### config.mk
export PLATFORM = sky130hd
export DESIGN_NAME = regfile_wb_scheduler_flat
export DESIGN_NICKNAME = d
export VERILOG_FILES = /design/src/rtl/regfile_wb_scheduler_pkg.sv /design/src/rtl/regfile_wb_scheduler_if.sv /design/src/rtl/regfile_wb_scheduler_arb.sv /design/src/rtl/regfile_wb_scheduler.sv /design/src/flat_wrapper.sv
export SDC_FILE = /design/constraint.sdc
export NUM_CORES = 1
export LEC_CHECK = 0
export CAP_MARGIN = 20
export CELL_PAD_IN_SITES_DETAIL_PLACEMENT = 0
export CELL_PAD_IN_SITES_GLOBAL_PLACEMENT = 1
export CORE_AREA = 2 2 110 112
export CTS_BUF_LIST = sky130_fd_sc_hd__clkbuf_16
export CTS_CLUSTER_SIZE = 25
export DETAILED_ROUTE_END_ITERATION = 6
export DIE_AREA = 0 0 112 114
export GPL_TIMING_DRIVEN = 0
export PLACE_DENSITY_LB_ADDON = 0.1
export SETUP_SLACK_MARGIN = 0.3
export SYNTH_ARGS = -nofsm -noshare
export SYNTH_HDL_FRONTEND = slang
export SYNTH_SLANG_ARGS = --single-unit
export TNS_END_PERCENT = 10
### constraint.sdc
create_clock -name clk -period 8 [get_ports clk]
set_input_delay 1.6 -clock clk [delete_from_list [all_inputs] [get_ports clk]]
set_output_delay 1.6 -clock clk [all_outputs]
set_load 0.02 [all_outputs]
### src/rtl/regfile_wb_scheduler_pkg.sv
// regfile_wb_scheduler_pkg: register-bank geometry and write-back requester indices
package regfile_wb_scheduler_pkg;
    localparam int DATA_W   = 32;
    localparam int ADDR_W   = 5;
    localparam int NUM_REGS = 32;
    localparam logic [ADDR_W-1:0] REG_ZERO = '0;
    localparam int WB_ALU  = 0;
    localparam int WB_LOAD = 1;
endpackage

### src/rtl/regfile_wb_scheduler_if.sv
// regfile_wb_scheduler_if: issue and write-back handshake bundle
//   master: decode/execute side (drives issue_* and wb_valid/addr/data, sees readies)
//   slave : scheduler side (returns issue_ready and wb_ready grants)
interface regfile_wb_scheduler_if;
    import regfile_wb_scheduler_pkg::*;
    logic              issue_valid;
    logic [ADDR_W-1:0] issue_addr;
    logic              issue_ready;
    logic [1:0]        wb_valid;
    logic [ADDR_W-1:0] wb_addr0;
    logic [ADDR_W-1:0] wb_addr1;
    logic [DATA_W-1:0] wb_data0;
    logic [DATA_W-1:0] wb_data1;
    logic [1:0]        wb_ready;
    modport master (
        output issue_valid, issue_addr, wb_valid, wb_addr0, wb_addr1, wb_data0, wb_data1,
        input  issue_ready, wb_ready
    );
    modport slave (
        input  issue_valid, issue_addr, wb_valid, wb_addr0, wb_addr1, wb_data0, wb_data1,
        output issue_ready, wb_ready
    );
endinterface

### src/rtl/regfile_wb_scheduler_arb.sv
// rr_arbiter2: two-way round-robin arbiter
//   clk, reset : clock and synchronous active-high reset
//   req[1:0]   : requests (bit 0 = ALU, bit 1 = load)
//   gnt[1:0]   : combinational one-hot grant
module rr_arbiter2
    import regfile_wb_scheduler_pkg::*;
(
    input  logic       clk,
    input  logic       reset,
    input  logic [1:0] req,
    output logic [1:0] gnt
);
    // last_grant names the requester served most recently; it resets to load so the ALU wins first
    logic last_grant;
    assign gnt[WB_ALU]  = req[WB_ALU]  & (~req[WB_LOAD] | last_grant);
    assign gnt[WB_LOAD] = req[WB_LOAD] & (~req[WB_ALU]  | ~last_grant);
    always_ff @(posedge clk) begin
        if (reset)
            last_grant <= 1'b1;
        else if (|gnt)
            last_grant <= gnt[WB_LOAD];
    end
endmodule

### src/rtl/regfile_wb_scheduler.sv
// regfile_wb_scheduler: shares the register-bank write port and tracks outstanding producers
//   clk, reset             : clock and synchronous active-high reset
//   wb                     : issue/write-back handshake (slave side)
//   addrRead_A/B, stall_A/B: decode source addresses and their not-yet-readable flags
//   write_en/addrWrite/dataIn : registered bank write controls
//   wb_error               : sticky flag for a write-back to a register that was not busy
module regfile_wb_scheduler
    import regfile_wb_scheduler_pkg::*;
(
    input  logic              clk,
    input  logic              reset,
    regfile_wb_scheduler_if.slave wb,
    input  logic [ADDR_W-1:0] addrRead_A,
    input  logic [ADDR_W-1:0] addrRead_B,
    output logic              stall_A,
    output logic              stall_B,
    output logic              write_en,
    output logic [ADDR_W-1:0] addrWrite,
    output logic [DATA_W-1:0] dataIn,
    output logic              wb_error
);
    logic [NUM_REGS-1:0] busy;
    logic [NUM_REGS-1:0] set_mask;
    logic [NUM_REGS-1:0] clr_mask;
    logic [1:0]          gnt;
    logic                any_gnt;
    logic [ADDR_W-1:0]   sel_addr;
    logic [DATA_W-1:0]   sel_data;

    rr_arbiter2 u_arb (
        .clk   (clk),
        .reset (reset),
        .req   (reset ? 2'b00 : wb.wb_valid),
        .gnt   (gnt)
    );

    assign wb.wb_ready    = gnt;
    assign any_gnt        = |gnt;
    assign sel_addr       = gnt[WB_LOAD] ? wb.wb_addr1 : wb.wb_addr0;
    assign sel_data       = gnt[WB_LOAD] ? wb.wb_data1 : wb.wb_data0;
    assign wb.issue_ready = ~reset & wb.issue_valid & ~busy[wb.issue_addr];

    // Register 0 never gets a busy bit; an issue and a grant to the same address cannot coincide
    assign set_mask = (wb.issue_ready && wb.issue_addr != REG_ZERO) ? NUM_REGS'(1) << wb.issue_addr : '0;
    assign clr_mask = (any_gnt && sel_addr != REG_ZERO) ? NUM_REGS'(1) << sel_addr : '0;

    always_ff @(posedge clk) begin
        if (reset) begin
            busy      <= '0;
            write_en  <= 1'b0;
            addrWrite <= '0;
            dataIn    <= '0;
            wb_error  <= 1'b0;
        end else begin
            busy     <= (busy | set_mask) & ~clr_mask;
            write_en <= any_gnt && sel_addr != REG_ZERO;
            if (any_gnt) begin
                addrWrite <= sel_addr;
                dataIn    <= sel_data;
            end
            if (any_gnt && sel_addr != REG_ZERO && !busy[sel_addr])
                wb_error <= 1'b1;
        end
    end

    // The write_en term covers the cycle the write is registered but not yet in the bank
    assign stall_A = addrRead_A != REG_ZERO && (busy[addrRead_A] || (write_en && addrWrite == addrRead_A));
    assign stall_B = addrRead_B != REG_ZERO && (busy[addrRead_B] || (write_en && addrWrite == addrRead_B));
endmodule
### src/flat_wrapper.sv
// flat-port wrapper written by rule: the top's interface ports become plain ports
module regfile_wb_scheduler_flat import regfile_wb_scheduler_pkg::*;
  (clk, reset, addrRead_A, addrRead_B, stall_A, stall_B, write_en, addrWrite, dataIn, wb_error, wb_issue_valid, wb_issue_addr, wb_wb_valid, wb_wb_addr0, wb_wb_addr1, wb_wb_data0, wb_wb_data1, wb_issue_ready, wb_wb_ready);
  regfile_wb_scheduler_if wb_i ();
  input  logic clk;
  input  logic reset;
  input  logic [ADDR_W-1:0] addrRead_A;
  input  logic [ADDR_W-1:0] addrRead_B;
  output logic stall_A;
  output logic stall_B;
  output logic write_en;
  output logic [ADDR_W-1:0] addrWrite;
  output logic [DATA_W-1:0] dataIn;
  output logic wb_error;
  input wire logic [$bits(wb_i.issue_valid)-1:0] wb_issue_valid;
  input wire logic [$bits(wb_i.issue_addr)-1:0] wb_issue_addr;
  input wire logic [$bits(wb_i.wb_valid)-1:0] wb_wb_valid;
  input wire logic [$bits(wb_i.wb_addr0)-1:0] wb_wb_addr0;
  input wire logic [$bits(wb_i.wb_addr1)-1:0] wb_wb_addr1;
  input wire logic [$bits(wb_i.wb_data0)-1:0] wb_wb_data0;
  input wire logic [$bits(wb_i.wb_data1)-1:0] wb_wb_data1;
  output wire logic [$bits(wb_i.issue_ready)-1:0] wb_issue_ready;
  output wire logic [$bits(wb_i.wb_ready)-1:0] wb_wb_ready;
  assign wb_i.issue_valid = wb_issue_valid;
  assign wb_i.issue_addr = wb_issue_addr;
  assign wb_i.wb_valid = wb_wb_valid;
  assign wb_i.wb_addr0 = wb_wb_addr0;
  assign wb_i.wb_addr1 = wb_wb_addr1;
  assign wb_i.wb_data0 = wb_wb_data0;
  assign wb_i.wb_data1 = wb_wb_data1;
  assign wb_issue_ready = wb_i.issue_ready;
  assign wb_wb_ready = wb_i.wb_ready;
  regfile_wb_scheduler u_core (.clk(clk), .reset(reset), .wb(wb_i), .addrRead_A(addrRead_A), .addrRead_B(addrRead_B), .stall_A(stall_A), .stall_B(stall_B), .write_en(write_en), .addrWrite(addrWrite), .dataIn(dataIn), .wb_error(wb_error));
endmodule
## After elaboration in Yosys (flattened, before gate mapping)

Index checks and enable logic that the tools add are counted.

| storage, ports and cells | value |
|---|---|
| output and inout port bits | 44 |
| word-level logic and storage cells | 56 |
| bits in registers | 72 |
| bits of input ports | 94 |

| cells by class | value |
|---|---|
| reduce and logical (&&, ||, !) cells | 15 |
| magnitude comparators | 4 |
| shifts and indexed selects | 2 |
| bitwise operators | 14 |
| multiplexer cells | 13 |
| equal/unequal tests | 2 |

Operators with widths:

| kind | count |
|---|---|
| 32-bit two-way mux | 3 |
| 1-bit by 5-bit left shift with 32-bit output, first input constant | 2 |
| 32-bit bitwise AND | 1 |
| 32-bit NOT | 1 |
| 32-bit OR | 1 |
| 5-bit by 6-bit less-than comparator with 1-bit output, second input constant | 4 |
| 1-bit binary-select mux with 5-bit select | 4 |
| 5-bit nonzero test | 4 |
| 5-bit equality test | 2 |
| 1-bit logical AND | 7 |
| 5-bit two-way mux | 1 |
| 1-bit NOT | 5 |
| 1-bit bitwise AND | 4 |
| 1-bit two-way mux | 4 |
| 1-bit logical OR | 2 |
| 2-bit two-way mux | 1 |
| 1-bit OR | 2 |
| 2-bit OR reduction | 1 |
| 1-bit zero test | 1 |

## Depth between registers and ports, before layout

Gate-level depths: netlist of run 1.

| logic depth | value |
|---|---|
| depth in word-level cells | 10 |
| mapped depth | 8 |
| gate-level depth less buffers | 7 |

## Cells and area by module

Synthesis of run 1 repeated with hierarchy kept, for this count alone.

| unflattened totals | value |
|---|---|
| cells, all modules | 515 |
| area, all modules | 4488.1 um^2 |

Modules (own cells, without submodules):

| module | area each (um^2) | cells each | instances | sequential area each (um^2) |
|---|---|---|---|---|
| regfile_wb_scheduler | 4433.0 | 508 | 1 | 1421.4 |
| rr_arbiter2 | 55.1 | 7 | 1 | 20.0 |

## Least setup slack after synthesis of run 1

OpenSTA, ideal clock, no wires.

| path | value |
|---|---|
| kind | input to output |
| from | input port wb_issue_addr[1] |
| to | output port wb_issue_ready |
| cell stages on the path | 5 |
| data required time | 6.400 ns |
| arrival | 3.550 ns |
| buffers on the path | 1 |
| slack | 2.850 ns |
| path through | clkbuf_1 -> mux4_2 -> mux4_2 -> and2_1 -> a211oi_1 |

| between the ends | value |
|---|---|
| cells in the longest elaborated chain, start to end | 4 |

RTL lines:

| element | RTL line | text |
|---|---|---|
| start: declaration | flat_wrapper.sv:16 | `input wire logic [$bits(wb_i.issue_addr)-1:0] wb_issue_addr;` |
| 1-bit binary-select mux with 5-bit select | regfile_wb_scheduler.sv:41 | `assign wb.issue_ready = ~reset & wb.issue_valid & ~busy[wb.issue_addr];` |
| 1-bit two-way mux (not written as such) | regfile_wb_scheduler.sv:41 |  |
| 1-bit NOT | regfile_wb_scheduler.sv:41 |  |
| 1-bit bitwise AND | regfile_wb_scheduler.sv:41 |  |
| end: declaration | flat_wrapper.sv:22 | `output wire logic [$bits(wb_i.issue_ready)-1:0] wb_issue_ready;` |

Every way passes these cells. The select of a mux whose other input is x is not followed.

## Worst setup path after layout of run 1

Ends and elaborated chain as after synthesis.

==> results of run 1 <==
==> metal layers <==
layer / vias to the layer above / global-route usage, % / routed length (um) / share of wire, %
li1: 2000 / - / - / -
met1: 2030 / 28.7 / 5760 / 40
met2: 202 / 38.0 / 6770 / 47
met3: 35 / 6.70 / 1440 / 9.9
met4: 0 / 10.9 / 574 / 3.9
met5: - / 0 / 0 / 0
==> power by group <==
part / switching (W) / total, W / internal [W]
sequential: 0.0000123 / 0.000389 / 0.000376
combinational: 0.000119 / 0.000230 / 0.000111
clock: 0.000157 / 0.000427 / 0.000271
==> registers in the layout, summed over array words and instances, names as in the netlist <==
signal and flops:
u_core.u_arb.last_grant 1, u_core.write_en 1, u_core.addrWrite 5, u_core.dataIn 32
u_core.wb_error 1, u_core.busy 32
==> critical path, delay by kind of cell <==
family,cells,cell delay (ns)
AOI/OAI and AO/OA,1,0.20
and+or+nand+nor,1,0.20
buffers and inverters,3,1.65
muxes,2,1.00
==> cell families (layout without fill, tap and decap cells) <==
family	count (synthesis)	count (layout)	share of synthesized area, %
xor gates and xnor gates	10	10	2.03
AOI/OAI and AO/OA	127	127	20.2
and+or+nand+nor	114	114	13.7
muxes	77	77	27.0
DFF	72	72	33.4
buffers and inverters	38	187	3.68
==> cell usage in the layout (no fill, tap or decap), types with 9 or more instances in the layout <==
cell and instances:
clkbuf_16 9, clkbuf_1 22, mux2i_1 42, nand2_1 13, a31oi_1 9, clkdlybuf4s50_1 133, nor2_1 51, a21oi_1 29
dfxtp_1 72, mux4_2 27, a211oi_1 63
==> stage by stage <==
| stage | total power, W | cells | instance area [sq um] | hold WS, ns | worst slack, ns |
|---|---|---|---|---|---|
| 2_1_floorplan | 0.000509 | 438 | 4320 | 0.464 | 2.85 |
| 4_1_cts | 0.00105 | 734 | 6140 | 0.498 | 1.75 |
| 6_report | 0.00105 | 734 | 6140 | 0.495 | 1.74 |
| 3_5_place_dp | 0.000626 | 718 | 5830 | 0.490 | 1.75 |
| 5_1_grt | 0.00109 | 734 | 6140 | 0.522 | 1.61 |
| 3_3_place_gp | 0.000625 | 718 | 5830 | 0.486 | 1.77 |
==> layout make-up <==
cell class / count / area (sq um) / area share [%]
repair buffers: 133 / 1330 / 21.7
flip-flops and latches: 72 / 1440 / 23.5
multi-input cells: 328 / 2720 / 44.2
well taps: 147 / 184 / 2.99
clock inverters: 7 / 86.3 / 1.41
inverters: 5 / 18.8 / 0.305
plain buffers: 33 / 140 / 2.28
clock buffers: 9 / 225 / 3.67
==> worst min path at each step <==
| stage | end | from | slack (ns) |
|---|---|---|---|
| 2_1_floorplan | u_core.busy[0] | u_core.busy[0] | 0.46 |
| 3_3_place_gp | u_core.dataIn[27] | u_core.dataIn[27] | 0.49 |
| 3_5_place_dp | u_core.dataIn[4] | u_core.dataIn[4] | 0.49 |
| 4_1_cts | u_core.dataIn[4] | u_core.dataIn[4] | 0.50 |
| 5_1_grt | u_core.dataIn[17] | u_core.dataIn[17] | 0.52 |
| 6_report | u_core.dataIn[4] | u_core.dataIn[4] | 0.49 |
==> impl_metrics.py, run 1 <==
metrics = {
    "run_status": {
        "status": "completed",
    },
    "place": {
        "hpwlAfterDp_mm": 11.2,
        "port_buffers": 133,
        "gp_congestion": 0.923,
    },
    "detailed_routing": {
        "drt_iter0_drc": 304,
        "drt-total-wl_mm": 14.5,
        "antenna_left": 0,
        "firstDrtPassIters": 5,
        "vias": 4267,
        "post_drt_wl_per_cell_um": 19.8,
        "via_per_inst": 5.81,
        "drc_errors": 0,
    },
    "logic_synthesis": {
        "ys_ff_latch": 72,
        "synth_top_area_share_pct": 33.4,
        "syn_area_sq_mm": 0.00432,
        "synth_ff_type": "dfxtp_1",
        "synthTopCellsByArea": "dfxtp_1 (33%), mux4_2 (14%), a211oi_1 (11%)",
        "yosysSeqAreaShare_pct": 33.4,
        "synth-edff-count": 0,
        "yosys.cell_count.top_type": "dfxtp_1",
        "ys_types": 49,
        "ys.warnings.count": 0,
        "ys_async_sr_fraction_pct": 0,
        "netlist_top_cells_count": "dfxtp_1 (72), a211oi_1 (63), nor2_1 (51), mux2i_1 (42), a21oi_1 (29)",
        "syn_avg_cell_area_sq_um": 9.86,
        "syn_inst": 438,
        "syn_nets": 532,
        "yosys.area.top_type": "dfxtp_1",
    },
    "global_routing": {
        "grt_max_degree": 13,
        "grt_use_total_pct": 23.3,
        "grt_pass1_wl_mm": 23.2,
        "first_global_vias": 4324,
        "antenna_found_initial": 0,
        "gr-total-overflow": 0,
    },
    "worst_setup_path": {
        "crit_end": "wb_issue_ready",
        "crit_path_max_fanout": 10,
        "slowest_stage": "clkdlybuf4s50_1",
        "worst_r2r_endpoint": "u_core.busy[3]",
        "arrival_ns": 4.66,
        "cp.required_ns": 6.40,
        "rr_startpoint": "u_core.u_arb.last_grant",
        "worstSetupPathType": "in -> out",
        "rr_worst_depth": 7,
        "critPathLaunchType": "input port",
        "crit_start": "wb_issue_addr[1]",
        "critical_path.max_stage_delay_ns": 0.64,
        "reg2reg_slack_ns": 5.06,
        "cp_cell_sequence": "clkdlybuf4s50_1 -> clkbuf_1 -> mux4_2 -> mux4_2 -> and2_1 -> a211oi_1 -> clkdlybuf4s50_1",
        "end_kind": "output port",
    },
    "sta": {
        "worst_pin_slew_ns": 0.992,
        "min_period_ns": 6.26,
        "rsz0062_at_grt": "false",
        "slew_headroom_pct": 32.0,
        "fin_setup_tns_ns": 0,
        "fin_crit_sh_pct": 78.3,
        "finClkSkew_ns": 0.00730,
        "max_freq_ghz": 0.160,
        "setup_viol": 0,
        "final-hold-violation-count": 0,
        "slew_violations": 0,
    },
    "floorplanning": {
        "core_sq_mm": 0.0117,
        "fp-row-count": 40,
        "initial_utilization_pct": 36.9,
        "die_h_um": 114,
        "ios": 138,
        "die-area_sq_mm": 0.0128,
        "die_w_um": 112,
    },
    "clocking": {
        "hold_buffers": 0,
        "cts_tree": "done",
        "post_cts_resize_count": 0,
        "cts_sinks": 72,
        "cts_setup_buffers": 0,
        "clockBufferDepth": 2,
        "clock-root-buffer": "clkbuf_16",
        "h-tree-depth": 3,
        "clk_pin_slew_ns": 0.06,
        "clk_latency_ns": 0.34,
        "cts_buffers": 9,
    },
    "cells_and_area": {
        "areaGrowthSynthToFinish_pct": 42.3,
        "utilization_pct": 52.5,
        "final_nets": 676,
        "drive_above_1_share_pct": 10.1,
        "nFillCells": 1121,
        "antenna_cells": 0,
    },
    "power_and_ir_drop": {
        "cellPowerDensity_mw_per_mm2": 170,
        "power.leakage_nw": 2.11,
        "ir_drop_mv": 0.104,
    },
    "hold_path": {
        "hold_path_depth": 2,
        "hold_class": "reg -> reg",
    },
    "flow_run": {
        "maxCapViolations": 0,
    },
}
(Power assumes the default switching activity.)
==> run 2, diff against run 1 <==
--- a/config.mk
+++ b/config.mk
@@ -8,11 +8,11 @@
 export CAP_MARGIN = 20
 export CELL_PAD_IN_SITES_DETAIL_PLACEMENT = 0
 export CELL_PAD_IN_SITES_GLOBAL_PLACEMENT = 1
-export CORE_AREA = 2 2 110 112
+export CORE_AREA = 2 2 115 117
 export CTS_BUF_LIST = sky130_fd_sc_hd__clkbuf_16
 export CTS_CLUSTER_SIZE = 25
 export DETAILED_ROUTE_END_ITERATION = 6
-export DIE_AREA = 0 0 112 114
+export DIE_AREA = 0 0 117 119
 export GPL_TIMING_DRIVEN = 0
 export PLACE_DENSITY_LB_ADDON = 0.1
 export SETUP_SLACK_MARGIN = 0.3
==> constraint.sdc (replaced) <==
create_clock -name clk -period 6.4 [get_ports clk]
set_input_delay 1.28 -clock clk [delete_from_list [all_inputs] [get_ports clk]]
set_output_delay 1.28 -clock clk [all_outputs]
set_load 0.02 [all_outputs]
==> impl_metrics.py, run 2 (synthesis results as in run 1) <==
metrics = {
    "run_status": {
        "status": "completed",
    },
    "worst_setup_path": {
        "worstSetupPathType": "in -> out",
        "worst_r2r_endpoint": "u_core.busy[3]",
        "crit_path_max_fanout": 10,
        "slowest_stage": "clkdlybuf4s50_1",
        "rr_startpoint": "u_core.u_arb.last_grant",
        "cp_cell_sequence": "clkdlybuf4s50_1 -> clkbuf_1 -> mux4_2 -> mux4_2 -> and2_1 -> a211oi_1 -> clkdlybuf4s50_1",
        "critical_path.max_stage_delay_ns": 0.64,
        "cp.required_ns": 5.12,
        "rr_worst_depth": 7,
        "critPathLaunchType": "input port",
        "arrival_ns": 4.27,
        "end_kind": "output port",
        "reg2reg_slack_ns": 3.44,
    },
    "detailed_routing": {
        "via_per_inst": 5.53,
        "post_drt_wl_per_cell_um": 19.1,
        "firstDrtPassIters": 5,
        "vias": 4221,
        "drc_errors": 0,
        "topRoutingLayerUsed": "met4",
        "wl_met3_mm": 1.45,
        "wl_met1_mm": 5.85,
        "drt-total-wl_mm": 14.6,
        "dr_wl_met2_mm": 6.84,
        "antenna_left": 0,
        "drt_iter0_drc": 269,
    },
    "floorplanning": {
        "die-area_sq_mm": 0.0139,
        "core_sq_mm": 0.0129,
        "die_h_um": 119,
        "initial_utilization_pct": 33.5,
        "fp-row-count": 42,
        "ios": 138,
        "die_w_um": 117,
    },
    "cells_and_area": {
        "drive_above_1_share_pct": 10.1,
        "areaGrowthSynthToFinish_pct": 42.1,
        "nFillCells": 1272,
        "reg.largest.list": "u_core.busy x32, u_core.dataIn x32, u_core.addrWrite x5",
        "fin_cells": 763,
        "antenna_cells": 0,
        "final_nets": 676,
        "seq_area_sq_mm": 0.00144,
        "multi_input_area_sq_mm": 0.00272,
        "final_cell_mix": "clkdlybuf4s50_1 (133), dfxtp_1 (72), a211oi_1 (63), nor2_1 (51), mux2i_1 (42)",
        "final_common_cell": "clkdlybuf4s50_1",
        "utilization_pct": 47.6,
    },
    "global_routing": {
        "grt_pass1_wl_mm": 22.8,
        "gr-total-overflow": 0,
        "grt_max_degree": 13,
        "first_global_vias": 4141,
        "grt_use_total_pct": 21.5,
        "antenna_found_initial": 0,
    },
    "hold_path": {
        "holdPathEnd": "u_core.dataIn[9]",
        "hold_start": "u_core.dataIn[9]",
        "hold_class": "reg -> reg",
        "hold_path_depth": 2,
    },
    "clocking": {
        "clk_pin_slew_ns": 0.06,
        "clk_latency_ns": 0.34,
        "cts_sinks": 72,
        "clock-root-buffer": "clkbuf_16",
        "cts_tree": "done",
        "post_cts_resize_count": 0,
        "clockBufferDepth": 2,
        "cts_setup_buffers": 0,
        "hold_buffers": 0,
        "h-tree-depth": 3,
        "cts_buffers": 9,
    },
    "sta": {
        "max_freq_ghz": 0.180,
        "finClkSkew_ns": 0.00818,
        "whs_ns": 0.495,
        "fin_crit_sh_pct": 86.8,
        "min_period_ns": 5.55,
        "slew_violations": 0,
        "fin_setup_tns_ns": 0,
        "worst_pin_slew_ns": 0.927,
        "final-hold-violation-count": 0,
        "setup_viol": 0,
        "rsz0062_at_grt": "false",
        "slew_headroom_pct": 36.4,
    },
    "power_and_ir_drop": {
        "cellPowerDensity_mw_per_mm2": 199,
        "power.leakage_nw": 2.08,
        "ir_drop_mv": 0.0887,
    },
    "place": {
        "port_buffers": 133,
        "hpwlAfterDp_mm": 11.4,
        "gp_congestion": 0.840,
        "dp_cells": 747,
    },
    "flow_run": {
        "maxCapViolations": 0,
    },
}
[run 2: cell count changes in the layout (fill, tap and decap cells not counted), sizes merged]
cell | before | now
clkinv | 4 | 7
bufinv | 2 | 0
inv | 6 | 4
clkinvlp | 0 | 1
[run 2: cell type report]
type                       instances  share of cell area [%]
multi-input combinational        328                    44.3
sequential                        72                    23.5
timing repair buffer             133                    21.7
clock buffer                       9                    3.67
tap                              176                    3.59
buffer                            33                    2.29
clock inverter                     7                   0.633
inverter                           5                   0.306
[run 2: worst max-delay path by stage]
stage,startpoint,slack (ns),cells after the start,to
final,wb_issue_addr[1],0.85,7,wb_issue_ready
after global routing,wb_issue_addr[1],0.72,7,wb_issue_ready
after floorplan,wb_issue_addr[1],1.89,5,wb_issue_ready
after CTS,wb_issue_addr[1],0.85,7,wb_issue_ready
after global placement,wb_issue_addr[1],0.85,7,wb_issue_ready
after detailed placement,wb_issue_addr[1],0.85,7,wb_issue_ready
[run 2: critical path, delay by kind of cell]
family	cells	cell delay [ns]
buffers and inverters	3	1.59
AO/OA/AOI/OAI	1	0.20
AND/OR/NAND/NOR	1	0.20
multiplexers	2	1.00
[run 2: routing by layer]
| metal | track usage (%) | up-vias |
|---|---|---|
| li1 | - | 2001 |
| met1 | 27.3 | 1990 |
| met2 | 33.9 | 205 |
| met3 | 6.06 | 25 |
| met4 | 9.12 | 0 |
| met5 | 0 | - |
[run 2: power by group]
part	leakage (nW)	switching [W]	internal, W	total (W)
clock	0.130	0.000190	0.000258	0.000448
combinational	1.36	0.000147	0.000139	0.000286
sequential	0.590	0.0000163	0.000470	0.000487
[run 2: stage by stage]
| stage | total power (W) | area, sq um | worst slack [ns] |
|---|---|---|---|
| finish | 0.00122 | 6130 | 0.845 |
| global route | 0.00127 | 6130 | 0.719 |
| CTS | 0.00123 | 6130 | 0.846 |
| detailed placement | 0.000782 | 5870 | 0.849 |
| global placement | 0.000781 | 5870 | 0.852 |
| floorplan | 0.000636 | 4320 | 1.89 |
==> run 3, diff against run 2 <==
--- a/config.mk
+++ b/config.mk
@@ -5,6 +5,7 @@
 export SDC_FILE = /design/constraint.sdc
 export NUM_CORES = 1
 export LEC_CHECK = 0
+export ABC_CLOCK_PERIOD_IN_PS = 5700
 export CAP_MARGIN = 20
 export CELL_PAD_IN_SITES_DETAIL_PLACEMENT = 0
 export CELL_PAD_IN_SITES_GLOBAL_PLACEMENT = 1
@@ -14,6 +15,7 @@
 export DETAILED_ROUTE_END_ITERATION = 6
 export DIE_AREA = 0 0 117 119
 export GPL_TIMING_DRIVEN = 0
+export HOLD_SLACK_MARGIN = 0.15
 export PLACE_DENSITY_LB_ADDON = 0.1
 export SETUP_SLACK_MARGIN = 0.3
 export SYNTH_ARGS = -nofsm -noshare
==> constraint.sdc (replaced) <==
create_clock -name clk -period 5.7 [get_ports clk]
set_input_delay 1.14 -clock clk [delete_from_list [all_inputs] [get_ports clk]]
set_output_delay 1.14 -clock clk [all_outputs]
set_load 0.02 [all_outputs]
==> impl_metrics.py, run 3 (synthesis results as in run 1) <==
metrics = {
    "place": {
        "hpwlAfterDp_mm": 11.4,
        "port_buffers": 133,
        "gp_congestion": 0.840,
        "placed_cell_area_sq_mm": 0.00587,
    },
    "clocking": {
        "clockBufferDepth": 2,
        "cts_buffers": 9,
        "cts_tree": "done",
        "cts_setup_buffers": 0,
        "clock-root-buffer": "clkbuf_16",
        "h-tree-depth": 3,
        "hold_buffers": 0,
        "clk_latency_ns": 0.34,
        "clk_pin_slew_ns": 0.06,
        "cts_sinks": 72,
    },
    "detailed_routing": {
        "post_drt_wl_per_cell_um": 19.1,
        "drc_errors": 0,
        "drt_iter0_drc": 270,
        "via_per_inst": 5.53,
        "vias": 4223,
        "firstDrtPassIters": 5,
        "drt-total-wl_mm": 14.6,
        "antenna_left": 0,
    },
    "global_routing": {
        "grt_pass1_wl_mm": 22.8,
        "grt_max_degree": 13,
        "grt_use_total_pct": 21.5,
        "first_global_vias": 4141,
        "gr-total-overflow": 0,
        "antenna_found_initial": 0,
    },
    "cells_and_area": {
        "antenna_cells": 0,
        "final_nets": 676,
        "final_common_cell": "clkdlybuf4s50_1",
        "reg.largest.list": "u_core.busy x32, u_core.dataIn x32, u_core.addrWrite x5",
        "final_cell_mix": "clkdlybuf4s50_1 (133), dfxtp_1 (72), a211oi_1 (63), nor2_1 (51), mux2i_1 (42)",
        "nFillCells": 1272,
        "areaGrowthSynthToFinish_pct": 42.1,
        "drive_above_1_share_pct": 10.1,
        "final_area_sq_mm": 0.00613,
    },
    "worst_setup_path": {
        "slowest_stage": "clkdlybuf4s50_1",
        "worstSetupPathType": "in -> out",
        "critical_path.max_stage_delay_ns": 0.64,
        "critPathLaunchType": "input port",
        "cp.buffers_inverters": 3,
        "end_kind": "output port",
        "critical-path-top-delay-family": "buffers and inverters",
        "arrival_ns": 4.14,
        "crit_path_max_fanout": 10,
        "cp.required_ns": 4.56,
        "cp_cell_sequence": "clkdlybuf4s50_1 -> buf_1 -> mux4_2 -> mux4_2 -> and2_1 -> a211oi_1 -> clkdlybuf4s50_1",
    },
    "sta": {
        "finClkSkew_ns": 0.00818,
        "fin_setup_tns_ns": 0,
        "final-hold-violation-count": 0,
        "max_freq_ghz": 0.189,
        "slew_headroom_pct": 36.4,
        "fin_crit_sh_pct": 92.6,
        "slew_violations": 0,
        "setup_viol": 0,
        "rsz0062_at_grt": "false",
        "min_period_ns": 5.28,
        "worst_pin_slew_ns": 0.927,
    },
    "floorplanning": {
        "die_h_um": 119,
        "initial_utilization_pct": 33.5,
        "die-area_sq_mm": 0.0139,
        "fp-row-count": 42,
        "ios": 138,
        "die_w_um": 117,
        "core_sq_mm": 0.0129,
    },
    "power_and_ir_drop": {
        "power.leakage_nw": 2.08,
        "cellPowerDensity_mw_per_mm2": 223,
        "fin_total_pwr_w": 0.00137,
        "ir_drop_mv": 0.0996,
    },
    "hold_path": {
        "hold_class": "reg -> reg",
    },
    "flow_run": {
        "maxCapViolations": 0,
    },
    "run_status": {
        "status": "completed",
    },
}
==> run 3: cell count changes in the layout (fill, tap and decap cells not counted) <==
| cell | delta |
|---|---|
| buf_1 | +1 |
| clkbuf_1 | -1 |
==> run 3: worst paths after layout <==
path                                               from                to  slack, ns  cells after the start
worst min register to register         u_core.dataIn[9]  u_core.dataIn[9]       0.49                      2
worst min-delay path                   u_core.dataIn[9]  u_core.dataIn[9]       0.49                      2
worst max register to register  u_core.u_arb.last_grant    u_core.busy[3]       2.74                      7
worst max-delay path                   wb_issue_addr[1]    wb_issue_ready       0.42                      7
==> run 3: per-layer routing <==
metal | vias to the layer above | global-route usage, % | wire (um)
met5 | - | 0 | 0
met2 | 205 | 33.9 | 6840
met3 | 25 | 6.06 | 1450
met1 | 1992 | 27.3 | 5840
met4 | 0 | 9.12 | 448
li1 | 2001 | - | -
==> run 3: worst min-delay path: stages (launching register included) <==
cell	delay, ns
dfxtp_1	0.31
nor2_1	0.09
a211oi_1	0.05
==> run 3: final cells by class <==
class | instances | area, sq um | area share [%]
multi-input cells | 328 | 2720 | 44.3
flip-flops and latches | 72 | 1440 | 23.5
repair buffers | 133 | 1330 | 21.7
clock buffers | 9 | 225 | 3.67
well taps | 176 | 220 | 3.59
plain buffers | 33 | 140 | 2.29
clock inverters | 7 | 38.8 | 0.633
inverters | 5 | 18.8 | 0.306
==> run 3: what timing repair did <==
action | in CTS | in global routing
endpoints found under the hold margin | 0 | 0
endpoints found under the setup margin | 0 | 1
resized for setup | 0 | 1
==> run 3: report_power, final <==
group          total, W  internal (W)  leakage (nW)  switching, W
Clock          0.000503      0.000289         0.130      0.000213
Sequential     0.000546      0.000528         0.590     0.0000182
Combinational  0.000321      0.000156          1.36      0.000165
Total           0.00137      0.000973          2.08      0.000396
==> run 3: metrics by stage <==
stage	util (%)	hold WS, ns	cells	setup slack (ns)
6_report	47.6	0.495	763	0.421
3_5_place_dp	45.6	0.490	747	0.429
2_1_floorplan	-	0.464	438	1.47
4_1_cts	47.6	0.498	763	0.426
5_1_grt	47.6	0.514	763	0.300
3_3_place_gp	45.6	0.485	747	0.432
==> RTL edit, RTL diff (settings of run 2) <==
Change the package constant `REG_ZERO` from '0 to 1.
--- a/src/rtl/regfile_wb_scheduler_pkg.sv
+++ b/src/rtl/regfile_wb_scheduler_pkg.sv
@@ -3,7 +3,7 @@
     localparam int DATA_W   = 32;
     localparam int ADDR_W   = 5;
     localparam int NUM_REGS = 32;
-    localparam logic [ADDR_W-1:0] REG_ZERO = '0;
+    localparam logic [ADDR_W-1:0] REG_ZERO = 1;
     localparam int WB_ALU  = 0;
     localparam int WB_LOAD = 1;
 endpackage
Check against the original RTL: not equivalent (Yosys sat finds a counterexample within 4 cycles, from zero or initial values and one cycle with reset high).
==> RTL edit against run 2 <==
Global-route usage grew 1.9 points. Design area grew 3.3%. Area after synthesis grew 3.2%. Clock skew is essentially flat. Worst setup slack lost 0.0095 ns. Sequential cell count is the same. Total power grew 10%. Clock power grew 28%. Routed wire length grew 10%. Utilization grew 1.6 points. Critical path type unchanged. Largest cell class unchanged. Highest routed layer unchanged.
==> RTL edit: results (changes against run 2) <==
Logic synthesis
  • Warnings from Yosys: 0 (unchanged)
  • Async set-or-reset flop fraction in the synthesized netlist: 0% (unchanged)
  • Synthesized area per cell: 8.44 um^2 (-14%)
  • Mapped Nets: 622 (+17%)
  • Cell variety after synth: 53 (+8.2%)
  • Post-synth top cells: nand2_1, nor2_1, dfxtp_1, a21oi_1, a311oi_1
  • Register area share after synthesis: 32.4% (-1.0 points)
  • Ranking of synthesized cells by area: dfxtp_1, mux4_2, nand2_1

Placed design
  • GPL Wtd Cong: 0.900 (+7.2%)
  • Placed insts: 836 (+12%)
  • HPWL after detailed placement: 12,300 um (+8.1%)
  • DP Area: 6000 um^2 (+2.2%)
  • Port bufs: 132 (-0.75%)

Clocking
  • H-tree depth: 3 (unchanged)
  • CTS root buf: clkbuf_16
  • Clk buf depth: 2 (unchanged)
  • Inserted Clock Buffers: 9 (unchanged)
  • Clock transition at path regs: 0.06 ns (about the same)
  • Clock latency on the worst-skew pair: 0.34 ns (about the same)
  • Post-CTS Setup Inserts: 0 (unchanged)
  • Post-cts resize count: 0 (unchanged)

Worst setup path
  • Crit path max fanout: 10 (unchanged)
  • Slowest CP cell: clkdlybuf4s50_1
  • WP data arrival: 4.28 ns (about the same)
  • Reg2Reg Setup Slack: 3.64 ns (+0.20 ns)
  • Crit path launch: wb_wb_valid[1]
  • Worst r2r src: u_core.u_arb.last_grant$_SDFFE_PP1P_
  • Delay of the slowest critical-path stage: 0.69 ns (+0.05 ns)

Final layout
  • Share of layout cells above drive strength 1: 7.25% (-2.8 points)
  • Fillcell total: 1,261 (-0.86%)
  • Nets: 765 (+13%)
  • Regs by FF count: u_core.busy (32), u_core.dataIn (32), u_core.addrWrite (5)
  • Final Cell Area: 6330 um^2 (+3.3%)
  • Ant. Diodes: 0 (unchanged)

Global routing
  • Vias in the first global route: 4,536 (+9.5%)
  • Largest net degree at the start of global routing: 13 (unchanged)
  • First-pass GRT wire length: 24,800 um (+8.8%)
  • Overflow after GRT: 0 (unchanged)
  • Initial antenna violation count: 0 (unchanged)
  • Gr usage total: 23.3% (+1.9 points)

Drt
  • Initial DRC Count: 361 (+34%)
  • DRT Pass-1 Iters: 7 (+2)
  • Via count: 4,728 (+12%)
  • WL per Instance: 18.9 um (-1.4%)
  • Number of vias per cell: 5.55 (+0.31%)

Hold path
  • Hold_sp: u_core.wb_error$_SDFFE_PP0P_
  • HP Class: register to register

STA
  • Hold_ws: 0.492 ns (-0.00240 ns)
  • Clock skew: 0.00822 ns (+0.0000381 ns)
  • Final Cycle Share: 86.9% (+0.15 points)
  • Post-Route Setup TNS: 0 ns (unchanged)
  • Worst-margin pin slew: 0.871 ns (-0.0560 ns)

Run status
  • Outcome: completed

Power and ir drop
  • Maximum VDD drop: 0.000122 V (+38%)
  • Leak pwr: 2.27 nW (+9.2%)
## RTL edit: changes by cell type after synthesis, moves of 11 or more
| cell | run 2 | this run |
|---|---|---|
| a211oi_1 | 63 | 9 |
| a311oi_1 | 0 | 32 |
| mux2i_1 | 42 | 8 |
| nand2_1 | 13 | 94 |
| nand2b_1 | 4 | 15 |
| nor2_1 | 51 | 73 |
| nor3_1 | 8 | 31 |
## RTL edit: report_power, final
group          leakage [nW]  internal, mW  switching [mW]  total (mW)
sequential            0.590         0.470          0.0162       0.486
clock                 0.168         0.378           0.196       0.574
combinational          1.51         0.135           0.148       0.282
## RTL edit: cells by family after synthesis
family / count (synthesis) / synth area share [%]
AO/OA/AOI/OAI: 117 / 18.6
XOR/XNOR: 10 / 1.97
buffers and inverters: 45 / 4.02
flip-flops: 72 / 32.4
multiplexers: 40 / 18.1
AND/OR/NAND/NOR: 244 / 24.9
## RTL edit: final timing paths
| check | endpoint | cells past startpoint |
|---|---|---|
| max | wb_wb_ready[1] | 7 |
| max reg2reg | u_core.busy[2]$_SDFF_PP0_ | 7 |
| min | u_core.wb_error$_SDFFE_PP0P_ | 2 |
| min reg2reg | u_core.wb_error$_SDFFE_PP0P_ | 2 |
## RTL edit: worst max-delay path, delay by kind of cell
family                 cells  cell delay (ns)
and+or+nand+nor            2             0.61
buffers and inverters      5             2.39
## RTL edit: final cells by class
type	count	area share, %
Multi-Input combinational cell	411	44.8
Sequential cell	72	22.8
Timing Repair Buffer	132	20.9
Clock buffer	9	3.56
Tap cell	176	3.48
Buffer	39	2.47
Clock inverter	7	1.76
Inverter	6	0.356
## RTL edit: metal layers
layer	wire, um	vias up	GRT usage [%]	share of wire (%)
met5	0	-	0	0
met4	370	0	8.82	2.3
met3	1430	23	5.55	8.9
met2	7330	216	35.8	46
met1	6930	2242	31.6	43
li1	-	2247	-	-
